File: src/rtl/sprite_pkg.sv
// Shared types and default constants for the sprite compositor.
package sprite_pkg;

    localparam int DEF_NUM_SPRITES = 4;
    localparam int DEF_SPR_W       = 32;
    localparam int DEF_SPR_H       = 32;
    localparam int DEF_IDX_W       = 4;
    localparam int DEF_TRANSP_IDX  = 0;
    localparam int COORD_W         = 10;

    typedef struct packed {
        logic [COORD_W-1:0] x;
        logic [COORD_W-1:0] y;
        logic               en;
        logic               flip;
    } sprite_cfg_t;

    // A single-sprite build still needs a 1-bit select field.
    function automatic int sel_width(input int n);
        return (n > 1) ? $clog2(n) : 1;
    endfunction

endpackage

File: src/rtl/sprite_compositor_if.sv
// Shadow-register configuration bus for the sprite compositor.
interface sprite_compositor_if
    import sprite_pkg::*;
#(
    parameter int NUM_SPRITES = DEF_NUM_SPRITES
);
    localparam int SEL_W = sel_width(NUM_SPRITES);

    logic                   cfg_we;
    logic [SEL_W-1:0]       cfg_sel;
    logic [COORD_W-1:0]     cfg_x;
    logic [COORD_W-1:0]     cfg_y;
    logic                   cfg_en;
    logic                   cfg_flip;
    logic [NUM_SPRITES-1:0] cfg_pending;

    modport master (
        output cfg_we, cfg_sel, cfg_x, cfg_y, cfg_en, cfg_flip,
        input  cfg_pending
    );

    modport slave (
        input  cfg_we, cfg_sel, cfg_x, cfg_y, cfg_en, cfg_flip,
        output cfg_pending
    );

endinterface

File: src/rtl/sprite_hit_unit.sv
// Per-sprite hit test and local-coordinate to sprite-memory address mapping.
module sprite_hit_unit
    import sprite_pkg::*;
#(
    parameter int SPR_W = DEF_SPR_W,
    parameter int SPR_H = DEF_SPR_H,
    localparam int AW   = $clog2(SPR_W * SPR_H)
) (
    input  sprite_cfg_t        cfg,
    input  logic [COORD_W-1:0] draw_x,
    input  logic [COORD_W-1:0] draw_y,
    output logic               hit,
    output logic [AW-1:0]      addr
);
    localparam int LXW = $clog2(SPR_W);
    localparam int LYW = $clog2(SPR_H);

    logic [COORD_W:0] x_end;
    logic [COORD_W:0] y_end;
    logic [LXW-1:0]   dx;
    logic [LXW-1:0]   lx;
    logic [LYW-1:0]   ly;

    // One extra bit keeps x+SPR_W from wrapping for sprites near the right/bottom edge.
    always_comb begin
        x_end = {1'b0, cfg.x} + (COORD_W+1)'(SPR_W);
        y_end = {1'b0, cfg.y} + (COORD_W+1)'(SPR_H);
        hit   = cfg.en
              && (draw_x >= cfg.x) && ({1'b0, draw_x} < x_end)
              && (draw_y >= cfg.y) && ({1'b0, draw_y} < y_end);
        dx    = draw_x[LXW-1:0] - cfg.x[LXW-1:0];
        lx    = cfg.flip ? ~dx : dx;
        ly    = draw_y[LYW-1:0] - cfg.y[LYW-1:0];
        addr  = {ly, lx};
    end

endmodule

File: src/rtl/sprite_compositor.sv
// Multi-sprite compositor: double-buffered config, 3-stage pixel pipeline, collision flags.
module sprite_compositor
    import sprite_pkg::*;
#(
    parameter int NUM_SPRITES = DEF_NUM_SPRITES,
    parameter int SPR_W       = DEF_SPR_W,
    parameter int SPR_H       = DEF_SPR_H,
    parameter int IDX_W       = DEF_IDX_W,
    parameter int TRANSP_IDX  = DEF_TRANSP_IDX,
    localparam int AW         = $clog2(SPR_W * SPR_H),
    localparam int SEL_W      = sel_width(NUM_SPRITES)
) (
    input  logic                         Clk,
    input  logic                         Reset,
    input  logic                         pixel_en,
    input  logic [COORD_W-1:0]           DrawX,
    input  logic [COORD_W-1:0]           DrawY,
    input  logic                         blank,
    input  logic                         frame_start,
    sprite_compositor_if.slave           cfg,
    output logic [NUM_SPRITES*AW-1:0]    spr_addr,
    input  logic [NUM_SPRITES*IDX_W-1:0] spr_data,
    output logic [IDX_W-1:0]             pix_idx,
    output logic [SEL_W-1:0]             pix_sprite,
    output logic                         pix_hit,
    output logic [NUM_SPRITES-1:0]       coll_status
);
    localparam logic [IDX_W-1:0] TRANSP = IDX_W'(TRANSP_IDX);

    sprite_cfg_t shadow [NUM_SPRITES];
    sprite_cfg_t active [NUM_SPRITES];

    logic [NUM_SPRITES-1:0]       hit_c;
    logic [NUM_SPRITES*AW-1:0]    addr_c;
    logic [NUM_SPRITES-1:0]       s1_hit;
    logic                         s1_blank;
    logic [NUM_SPRITES*IDX_W-1:0] s2_data;
    logic [NUM_SPRITES-1:0]       s2_hit;
    logic                         s2_blank;
    logic [NUM_SPRITES-1:0]       opaque;
    logic                         multi;
    logic                         win_found;
    logic [IDX_W-1:0]             win_idx;
    logic [SEL_W-1:0]             win_sel;
    logic [NUM_SPRITES-1:0]       coll_run;

    // Commit copies the pre-write shadow; a same-cycle write lands in the shadow and stays pending.
    always_ff @(posedge Clk) begin
        if (Reset) begin
            for (int i = 0; i < NUM_SPRITES; i++) begin
                shadow[i] <= '0;
                active[i] <= '0;
            end
            cfg.cfg_pending <= '0;
        end else begin
            if (frame_start) begin
                for (int i = 0; i < NUM_SPRITES; i++) begin
                    active[i] <= shadow[i];
                end
                cfg.cfg_pending <= '0;
            end
            if (cfg.cfg_we && (int'(cfg.cfg_sel) < NUM_SPRITES)) begin
                shadow[cfg.cfg_sel] <= '{x: cfg.cfg_x, y: cfg.cfg_y,
                                         en: cfg.cfg_en, flip: cfg.cfg_flip};
                cfg.cfg_pending[cfg.cfg_sel] <= 1'b1;
            end
        end
    end

    for (genvar g = 0; g < NUM_SPRITES; g++) begin : g_hit
        sprite_hit_unit #(
            .SPR_W (SPR_W),
            .SPR_H (SPR_H)
        ) u_hit (
            .cfg    (active[g]),
            .draw_x (DrawX),
            .draw_y (DrawY),
            .hit    (hit_c[g]),
            .addr   (addr_c[g*AW +: AW])
        );
    end

    always_comb begin
        opaque = '0;
        for (int i = 0; i < NUM_SPRITES; i++) begin
            opaque[i] = s2_hit[i] && (s2_data[i*IDX_W +: IDX_W] != TRANSP);
        end
        multi = |(opaque & (opaque - NUM_SPRITES'(1)));
    end

    // Scanning downward leaves the lowest-numbered opaque sprite as the winner.
    always_comb begin
        win_found = 1'b0;
        win_idx   = TRANSP;
        win_sel   = '0;
        for (int i = NUM_SPRITES - 1; i >= 0; i--) begin
            if (opaque[i]) begin
                win_found = 1'b1;
                win_idx   = s2_data[i*IDX_W +: IDX_W];
                win_sel   = SEL_W'(i);
            end
        end
    end

    always_ff @(posedge Clk) begin
        if (Reset) begin
            spr_addr   <= '0;
            s1_hit     <= '0;
            s1_blank   <= 1'b0;
            s2_data    <= '0;
            s2_hit     <= '0;
            s2_blank   <= 1'b0;
            pix_hit    <= 1'b0;
            pix_idx    <= TRANSP;
            pix_sprite <= '0;
        end else if (pixel_en) begin
            spr_addr   <= addr_c;
            s1_hit     <= hit_c;
            s1_blank   <= blank;
            s2_data    <= spr_data;
            s2_hit     <= s1_hit;
            s2_blank   <= s1_blank;
            pix_hit    <= win_found && s2_blank;
            pix_idx    <= (win_found && s2_blank) ? win_idx : TRANSP;
            pix_sprite <= (win_found && s2_blank) ? win_sel : '0;
        end
    end

    // A collision seen on the frame_start cycle seeds the new frame's running bits.
    always_ff @(posedge Clk) begin
        if (Reset) begin
            coll_run    <= '0;
            coll_status <= '0;
        end else if (frame_start) begin
            coll_status <= coll_run;
            coll_run    <= (pixel_en && multi) ? opaque : '0;
        end else if (pixel_en && multi) begin
            coll_run    <= coll_run | opaque;
        end
    end

endmodule

File: src/flat_wrapper.sv
// flat-port wrapper written by rule: the top's interface ports become plain ports
module sprite_compositor_flat import sprite_pkg::*;
#(
    parameter int NUM_SPRITES = DEF_NUM_SPRITES,
    parameter int SPR_W       = DEF_SPR_W,
    parameter int SPR_H       = DEF_SPR_H,
    parameter int IDX_W       = DEF_IDX_W,
    parameter int TRANSP_IDX  = DEF_TRANSP_IDX,
    localparam int AW         = $clog2(SPR_W * SPR_H),
    localparam int SEL_W      = sel_width(NUM_SPRITES)
)
  (Clk, Reset, pixel_en, DrawX, DrawY, blank, frame_start, spr_addr, spr_data, pix_idx, pix_sprite, pix_hit, coll_status, cfg_cfg_we, cfg_cfg_sel, cfg_cfg_x, cfg_cfg_y, cfg_cfg_en, cfg_cfg_flip, cfg_cfg_pending);
  sprite_compositor_if #(.NUM_SPRITES(NUM_SPRITES)) cfg_i ();
  input  logic Clk;
  input  logic Reset;
  input  logic pixel_en;
  input  logic [COORD_W-1:0] DrawX;
  input  logic [COORD_W-1:0] DrawY;
  input  logic blank;
  input  logic frame_start;
  output logic [NUM_SPRITES*AW-1:0] spr_addr;
  input  logic [NUM_SPRITES*IDX_W-1:0] spr_data;
  output logic [IDX_W-1:0] pix_idx;
  output logic [SEL_W-1:0] pix_sprite;
  output logic pix_hit;
  output logic [NUM_SPRITES-1:0] coll_status;
  input wire logic [$bits(cfg_i.cfg_we)-1:0] cfg_cfg_we;
  input wire logic [$bits(cfg_i.cfg_sel)-1:0] cfg_cfg_sel;
  input wire logic [$bits(cfg_i.cfg_x)-1:0] cfg_cfg_x;
  input wire logic [$bits(cfg_i.cfg_y)-1:0] cfg_cfg_y;
  input wire logic [$bits(cfg_i.cfg_en)-1:0] cfg_cfg_en;
  input wire logic [$bits(cfg_i.cfg_flip)-1:0] cfg_cfg_flip;
  output wire logic [$bits(cfg_i.cfg_pending)-1:0] cfg_cfg_pending;
  assign cfg_i.cfg_we = cfg_cfg_we;
  assign cfg_i.cfg_sel = cfg_cfg_sel;
  assign cfg_i.cfg_x = cfg_cfg_x;
  assign cfg_i.cfg_y = cfg_cfg_y;
  assign cfg_i.cfg_en = cfg_cfg_en;
  assign cfg_i.cfg_flip = cfg_cfg_flip;
  assign cfg_cfg_pending = cfg_i.cfg_pending;
  sprite_compositor #(.NUM_SPRITES(NUM_SPRITES), .SPR_W(SPR_W), .SPR_H(SPR_H), .IDX_W(IDX_W), .TRANSP_IDX(TRANSP_IDX)) u_core (.Clk(Clk), .Reset(Reset), .pixel_en(pixel_en), .DrawX(DrawX), .DrawY(DrawY), .blank(blank), .frame_start(frame_start), .cfg(cfg_i), .spr_addr(spr_addr), .spr_data(spr_data), .pix_idx(pix_idx), .pix_sprite(pix_sprite), .pix_hit(pix_hit), .coll_status(coll_status));
endmodule
File: config.mk
export PLATFORM = sky130hd
export DESIGN_NAME = sprite_compositor_flat
export DESIGN_NICKNAME = d
export VERILOG_FILES = /design/src/rtl/sprite_pkg.sv /design/src/rtl/sprite_compositor_if.sv /design/src/rtl/sprite_hit_unit.sv /design/src/rtl/sprite_compositor.sv /design/src/flat_wrapper.sv
export SDC_FILE = /design/constraint.sdc
export NUM_CORES = 1
export LEC_CHECK = 0
export CAP_MARGIN = 40
export CELL_PAD_IN_SITES_DETAIL_PLACEMENT = 2
export CELL_PAD_IN_SITES_GLOBAL_PLACEMENT = 2
export CORE_MARGIN = 2
export CORE_UTILIZATION = 39
export DETAILED_ROUTE_END_ITERATION = 10
export PLACE_DENSITY = 0.83
export SYNTH_ARGS = -nofsm -noshare
export SYNTH_HDL_FRONTEND = slang
export SYNTH_HIERARCHICAL = 1
export SYNTH_SLANG_ARGS = --single-unit
File: constraint.sdc
create_clock -name Clk -period 4.4 [get_ports Clk]
set_input_delay 0.88 -clock Clk [delete_from_list [all_inputs] [get_ports Clk]]
set_output_delay 0.88 -clock Clk [all_outputs]
set_load 0.02 [all_outputs]
==> results of run 1 <==
## worst reg2reg max path, delay by kind of cell (launching register included)
family | cells | cell delay (ns)
AOI/OAI and AO/OA | 1 | 0.17
DFF | 1 | 0.53
and+or+nand+nor | 5 | 1.23
xor gates and xnor gates | 1 | 0.22
muxes | 1 | 0.10
adders and majority gates | 2 | 0.58
## flip-flops by register name (all words and copies together) (netlist names)
name	flops
u_core/pix_idx	4
u_core/s2_blank	1
u_core/coll_status	4
u_core/active	88
u_core/shadow	88
u_core/coll_run	4
u_core/s1_hit	4
u_core/pix_hit	1
u_core/cfg.cfg_pending	4
u_core/s2_data	16
u_core/s1_blank	1
u_core/spr_addr	40
u_core/pix_sprite	2
u_core/s2_hit	4
## Yosys cell counts (all sizes together) (4+ instances only)
cell	count
a32o	4
and3	11
nor3	5
inv	112
nand3	22
nand4	11
a211o	7
a211oi	5
o211ai	7
o221ai	4
xnor2	54
a221oi	9
mux2i	70
and4	4
ha	128
o31ai	6
o21ai	24
fa	8
nor2	86
dfxtp	85
nand2	28
clkbuf	26
nor2b	20
nand2b	14
edfxtp	176
o41ai	4
o21a	15
buf	14
and4b	4
and2	179
xor2	14
a21o	11
a31oi	9
a21oi	27
## through the flow
stage | area [sq um] | setup slack (ns) | hold slack (ns) | util (%)
after floorplan | 14000 | 1.06 | 0.442 | -
after global placement | 15800 | 1.04 | 0.432 | 44.4
after detailed placement | 15800 | 0.953 | 0.441 | 44.5
after CTS | 16800 | 1.50 | 0.451 | 47.5
after global routing | 16800 | 1.35 | 0.481 | 47.5
final | 16800 | 1.50 | 0.444 | 47.5
## cell families (layout without fill, tap and decap cells)
group                    after synthesis  in the layout
AND/OR/NAND/NOR                      397            397
flip-flops                           261            261
AO/OA/AOI/OAI                        147            147
buffers and inverters                152            301
XOR/XNOR                              68             68
adder cells (fa/ha/maj)              136            136
multiplexers                          70             70
## cell type report
class,count,area (sq um)
clock buffers,34,787
clock inverters,21,260
fillers,3532,18600
inverters,112,420
multi-input cells,818,6490
flip-flops and latches,261,6990
well taps,461,577
repair buffers,134,1330
## per-layer routing
metal  vias to the layer above  GRT usage, %  wire [um]
met3                        72          2.71       1410
met4                         0          6.36       1070
met5                         -             0          0
met1                      4942          30.9      20400
met2                       197          38.8      20900
li1                       4552             -          -
## how the worst min path moves through the flow
stage | from | to | slack [ns] | cells after the start
2_1_floorplan | u_core/coll_run[0]$_SDFFE_PP0P_ | u_core/coll_run[0]$_SDFFE_PP0P_ | 0.44 | 1
3_3_place_gp | u_core/pix_hit$_SDFFE_PP0P_ | u_core/pix_hit$_SDFFE_PP0P_ | 0.43 | 2
3_5_place_dp | u_core/pix_hit$_SDFFE_PP0P_ | u_core/pix_hit$_SDFFE_PP0P_ | 0.44 | 2
4_1_cts | u_core/pix_hit$_SDFFE_PP0P_ | u_core/pix_hit$_SDFFE_PP0P_ | 0.45 | 2
5_1_grt | u_core/pix_hit$_SDFFE_PP0P_ | u_core/pix_hit$_SDFFE_PP0P_ | 0.48 | 2
6_report | u_core/pix_hit$_SDFFE_PP0P_ | u_core/pix_hit$_SDFFE_PP0P_ | 0.44 | 2
## where the power goes
group | switching [mW] | leakage, nW | internal, mW
sequential | 0.135 | 2.53 | 2.81
combinational | 0.642 | 3.94 | 0.498
clock | 1.04 | 0.512 | 1.63
## cell usage in the layout (no fill, tap or decap), types with 10 or more instances in the layout
master / Yosys / routed
ha_1: 128 / 128
clkbuf_16: 0 / 31
nand3_1: 19 / 19
nor2_1: 86 / 86
inv_1: 111 / 110
o21ai_0: 21 / 21
dfxtp_1: 85 / 85
edfxtp_1: 176 / 176
mux2i_1: 70 / 70
o21a_1: 15 / 15
a21oi_1: 27 / 27
and2_1: 178 / 178
nand4_1: 11 / 11
nor2b_1: 17 / 17
buf_4: 1 / 13
xor2_1: 14 / 14
nand2b_1: 14 / 14
and3_1: 10 / 10
xnor2_1: 54 / 54
clkdlybuf4s50_1: 0 / 118
nand2_1: 28 / 28
==> run_results.csv, run 1 <==
group,metric,value,unit
outcome,outcome,"finished clean",
die,die_outline_area,37600,sq um
drt,postRouteWirelength,43.7,mm
final_layout,finalNetCount,1559,
worst_setup_path,timing.critical_path.from,"DrawX[8]",
yosys,ys_ff_latch,261,
timing,timing.final.max_slew_violations,0,
final_layout,flow.area_growth_from_synthesis,19.9,%
die,floorplan.die.height,194,um
drt,drt_drc_violations_left,0,
worst_setup_path,timing.critical_path.slowest_stage_cell,"clkdlybuf4s50_1",
die,design.core.area,35500,sq um
worst_setup_path,timing.critical_path.to_type,"flop",
worst_setup_path,r2r.worst_path.cells,10,
timing,period_minus_slack,2.90,ns
timing,fin_worst_skew,0.00901,ns
power_and_ir_drop,fin_total_pwr,6.75,mW
clocking,tritoncts.num_buffers,30,
worst_setup_path,timing.critical_path.cells,"clkdlybuf4s50_1, ha_1, a21oi_1, nor2b_2, o21a_1, or4b_1, nor4_2, mux2i_1, nor2_1",
yosys,yosysTopAreaCell,"edfxtp_1",
yosys,largest_family_of_logic_cells_by_synthesized_area,"simple AND/OR/NAND/NOR gates",
yosys,synth_xor_area_share,4.24,%
worst_setup_path,critical_path_required,4.90,ns
timing,measured_slew_at_the_worst_slew_check_pin,0.741,ns
worst_setup_path,critical-path-max-stage-delay,0.64,ns
worst_setup_path,setup.worst_path.start_class,"primary input",
worst_setup_path,worstPathArrival,3.41,ns
placement,dp_hpwl,32.9,mm
clocking,cts_h_tree_depth,1,
clocking,cts_tree,"done",
drt,drtAntennaViolNets,0,
yosys,synth-warning-count,6,
drt,route.vias.total,9763,
timing,slew-limit-headroom,50.6,%
clocking,clkLatencyLatePin,0.57,ns
worst_setup_path,r2r-start,"u_core/active[3][17]$_SDFFCE_PN0P_",
placement,place.detailed.instances,1786,
drt,routed_via_density,5.30,
power_and_ir_drop,leakage,6.98,nW
global_routing,overall_routing_resource_usage,22.9,%
yosys,postSynthCellCount,1231,
drt,wl_per_cell,23.8,um
yosys,async_flop_share,0,%
yosys,yosys.area_share.adder,12.5,%
die,core.rowCount,69,
placement,finalWeightedCongestion,0.824,
clocking,numClockSinks,261,
yosys,post-synth-top-area-fraction,37.6,%
clocking,clk_pin_slew,0.06,ns
clocking,holdBufCountCts,0,
clocking,post_cts.resized_instances,0,
placement,io_buffer_count,120,
worst_setup_path,critPathMaxFanout,8,
yosys,synth_mux_area_share,4.99,%
run,drv.max_cap_violation_count,0,
timing,rsz0062_at_grt,"false",
drt,initialDrtViolationCount,576,
worst_setup_path,flop2flop_setup_slack,1.51,ns
global_routing,number_of_global_route_vias_before_repair,10700,
yosys,synth_area_per_cell,11.4,sq um
timing,setup_tns,0,ns
timing,final.period_utilization,65.9,%
worst_setup_path,worstSetupEndpoint,"u_core/s1_hit[1]$_SDFFE_PP0P_",
power_and_ir_drop,powerDensity,401,nW/um^2
yosys,synthDistinctLibCells,63,
yosys,synth-seq-area-share,49.7,%
clocking,clock_path_buffers,3,
worst_setup_path,criticalPathCategory,"in2reg",
yosys,synth-edff-count,176,
die,die_width,194,um
final_layout,final_cell_count_no_fill,1841,
global_routing,grt_pass1_wl,66.2,mm
worst_setup_path,logic_depth_of_the_worst_setup_path_including_buffers,9,
global_routing,grt-ovfl-total,0,
final_layout,share_of_final_layout_standard_cells_stronger_than_drive_strength_1,7.54,%
timing,timing.final.setup_violations,0,
power_and_ir_drop,worst_ir_drop_on_vdd,0.328,mV
clocking,root_buffer,"clkbuf_16",
worst_setup_path,cpLargestDelayFamily,"simple AND/OR/NAND/NOR gates",
yosys,post_synth_instance_area,14000,sq um
global_routing,pin_count_of_the_biggest_net_entering_global_routing,89,
worst_setup_path,r2r-end,"u_core/s1_hit[3]$_SDFFE_PP0P_",
clocking,cts.repair_timing.setup_buffer_count,0,
yosys,synth_compound_area_share,8.16,%
timing,achievable-frequency,345,MHz
worst_hold_path,worst_hold_path_type,"reg2reg",
drt,drtPass1Iterations,5,
die,start_util,39.6,%
yosys,synth_area_leaders,"edfxtp_1 38%, dfxtp_1 12%, ha_1 11%",
yosys,synth.net_count,1433,
die,count_of_boundary_i_o_pins,121,
yosys,synthFlopType,"edfxtp_1",
global_routing,antenna_violations_before_repair,0,
worst_setup_path,critical_path.n_buffers_inverters,1,
timing,hold_viol,0,
yosys,post_synth_and_or_nand_nor_area_fraction,16.2,%
final_layout,final_antenna_diode_count,0,
No activity file was read; power rests on OpenSTA's default activity.
==> run 2: changes to the inputs <==
clock period = 2.77 ns   (was 4.4 ns; I/O delays follow)
==> run 2 against run 1 <==
Cell count grew 4.3%. Combinational power rose by 79%. Clock skew rose by 0.015 ns. Count of clock-buffer cells in the layout increased by 2. Sequential power is 59% higher. Worst hold slack got worse by 0.068 ns. The run now ends with setup timing left. Design area up 4.4%. Total power up 61%. Global-route usage increased by 1.3 points. Via count up 5.2%. Non-clock buffer count rose by 80. Clock power is 56% higher. Critical endpoint unchanged.
==> run_results.csv, run 2 (synthesized netlist as in run 1, its figures left out) <==
group,metric,value,unit
global_routing,overall_routing_resource_usage,24.2,%
clocking,tritoncts.num_buffers,30,
power_and_ir_drop,powerDensity,619,nW/um^2
timing,timing.final.setup_violations,1,
timing,setup_tns,-0.236,ns
clocking,root_buffer,"clkbuf_16",
timing,setup_ws,-0.236,ns
drt,wl_per_cell,25.2,um
clocking,clock_path_buffers,3,
placement,dp_hpwl,33.8,mm
worst_setup_path,timing.critical_path.slowest_stage_cell,"or4b_1",
worst_setup_path,timing.critical_path.to_type,"flop",
power_and_ir_drop,worst_ir_drop_on_vdd,0.459,mV
timing,hold_viol,0,
placement,finalWeightedCongestion,0.847,
worst_setup_path,cpLargestDelayFamily,"simple AND/OR/NAND/NOR gates",
timing,measured_slew_at_the_worst_slew_check_pin,0.772,ns
power_and_ir_drop,leakage,7.39,nW
die,floorplan.die.height,194,um
clocking,cts_h_tree_depth,1,
die,core.rowCount,69,
outcome,outcome,"finished, violations left",
final_layout,reg_top3,"u_core/active (88), u_core/shadow (88), u_core/spr_addr (40)",
worst_setup_path,critical_path_required,3.27,ns
timing,timing.final.max_slew_violations,0,
final_layout,finish.instance_area,17600,sq um
die,die_outline_area,37600,sq um
worst_setup_path,critical_path.n_buffers_inverters,0,
timing,period_minus_slack,3.01,ns
final_layout,share_of_final_layout_standard_cells_stronger_than_drive_strength_1,13.0,%
final_layout,most-common-layout-cells,"178 x and2_1, 176 x edfxtp_1, 124 x ha_1, 118 x clkdlybuf4s50_1, 110 x inv_1",
drt,route.vias.total,10300,
worst_setup_path,timing.critical_path.cells,"ha_1, nand3_1, xnor2_1, ha_1, nor2b_2, o21a_1, or4b_1, nor4_2, mux2i_1, nor2_1",
final_layout,final_core_utilization,49.6,%
run,drv.max_cap_violation_count,0,
clocking,cts_tree,"done",
drt,initialDrtViolationCount,536,
timing,fin_worst_skew,0.0238,ns
placement,postPlaceCellArea,16400,sq um
drt,drt_drc_violations_left,0,
drt,drtPass1Iterations,5,
final_layout,mostFrequentLayoutCell,"and2_1",
die,design.core.area,35500,sq um
clocking,clkLatencyLatePin,0.57,ns
worst_setup_path,critical-path-max-stage-delay,0.58,ns
worst_setup_path,worstPathArrival,3.50,ns
global_routing,number_of_global_route_vias_before_repair,11500,
die,start_util,39.6,%
timing,final.period_utilization,109,%
drt,routed_via_density,5.35,
drt,postRouteWirelength,48.4,mm
die,die_width,194,um
worst_setup_path,worst_path_most_repeated_cell,"ha_1",
global_routing,antenna_violations_before_repair,0,
worst_setup_path,setup.worst_path.start_class,"flop",
global_routing,pin_count_of_the_biggest_net_entering_global_routing,89,
outcome,failed_checks,"setup timing",
drt,drtAntennaViolNets,0,
clocking,numClockSinks,261,
final_layout,final_cell_count_no_fill,1921,
clocking,clk_pin_slew,0.06,ns
final_layout,flow.area_growth_from_synthesis,25.3,%
timing,slew-limit-headroom,48.5,%
global_routing,grt_pass1_wl,70.6,mm
worst_setup_path,criticalPathCategory,"reg2reg",
timing,achievable-frequency,333,MHz
worst_setup_path,critPathMaxFanout,4,
placement,place.detailed.instances,1857,
final_layout,final_antenna_diode_count,0,
worst_hold_path,worst_hold_path_type,"in2reg",
global_routing,grt-ovfl-total,0,
placement,io_buffer_count,120,
final_layout,finalNetCount,1639,
die,count_of_boundary_i_o_pins,121,
-- run 2: changes by cell type in the layout (fill, tap and decap cells not counted), sizes merged --
| cell | previous run | this run |
|---|---|---|
| buf | 16 | 96 |
| bufinv | 6 | 5 |
| clkbuf | 34 | 36 |
| clkinv | 13 | 14 |
| clkinvlp | 2 | 1 |
| inv | 112 | 111 |
-- run 2: power by group --
part | total [mW] | switching (mW) | internal [mW]
logic | 2.04 | 1.11 | 0.930
clock network | 4.17 | 1.68 | 2.49
registers | 4.68 | 0.213 | 4.46
total | 10.9 | 3.00 | 7.88
-- run 2: path summary, 6_finish.rpt --
path / start / endpoint / slack, ns / cells after the start
worst min-delay path: Reset / u_core/cfg.cfg_pending[3]$_SDFF_PP0_ / 0.38 / 2
worst max-delay path: u_core/active[1][18]$_SDFFCE_PN0P_ / u_core/s1_hit[1]$_SDFFE_PP0P_ / -0.24 / 10
worst max register to register: u_core/active[1][18]$_SDFFCE_PN0P_ / u_core/s1_hit[1]$_SDFFE_PP0P_ / -0.24 / 10
worst min register to register: u_core/cfg.cfg_pending[0]$_SDFF_PP0_ / u_core/cfg.cfg_pending[0]$_SDFF_PP0_ / 0.47 / 1
-- run 2: through the flow --
| step | worst slack (ns) | total power [mW] | hold WS [ns] |
|---|---|---|---|
| 6_report | -0.236 | 10.9 | 0.376 |
| 2_1_floorplan | 0.0234 | 5.73 | 0.442 |
| 3_5_place_dp | -0.225 | 6.68 | 0.452 |
| 3_3_place_gp | -0.142 | 6.52 | 0.434 |
| 5_1_grt | -0.254 | 11.3 | 0.367 |
| 4_1_cts | 0.0127 | 10.9 | 0.357 |
-- run 2: final cells by class --
class                      instances  area, sq um
multi-input combinational        818         6600
tap                              461          577
clock inverter                    19          215
inverter                         112          424
clock buffer                      36          795
fill                            3481        17900
timing repair buffer             214         2000
sequential                       261         6990
-- run 2: per-layer routing --
layer  vias up  wire length [um]  track usage (%)
met1      5211             21600             32.0
met4         0               968             5.37
met5         -                 0                0
met2       249             24000             42.3
li1       4728                 -                -
met3        87              1890             3.15
-- run 2: what timing repair did --
action,in CTS,in global routing
endpoints found under the setup margin,1,3
gates resized for setup,0,20
setup buffers,2,7
hold buffers,0,0
pin swaps,0,7
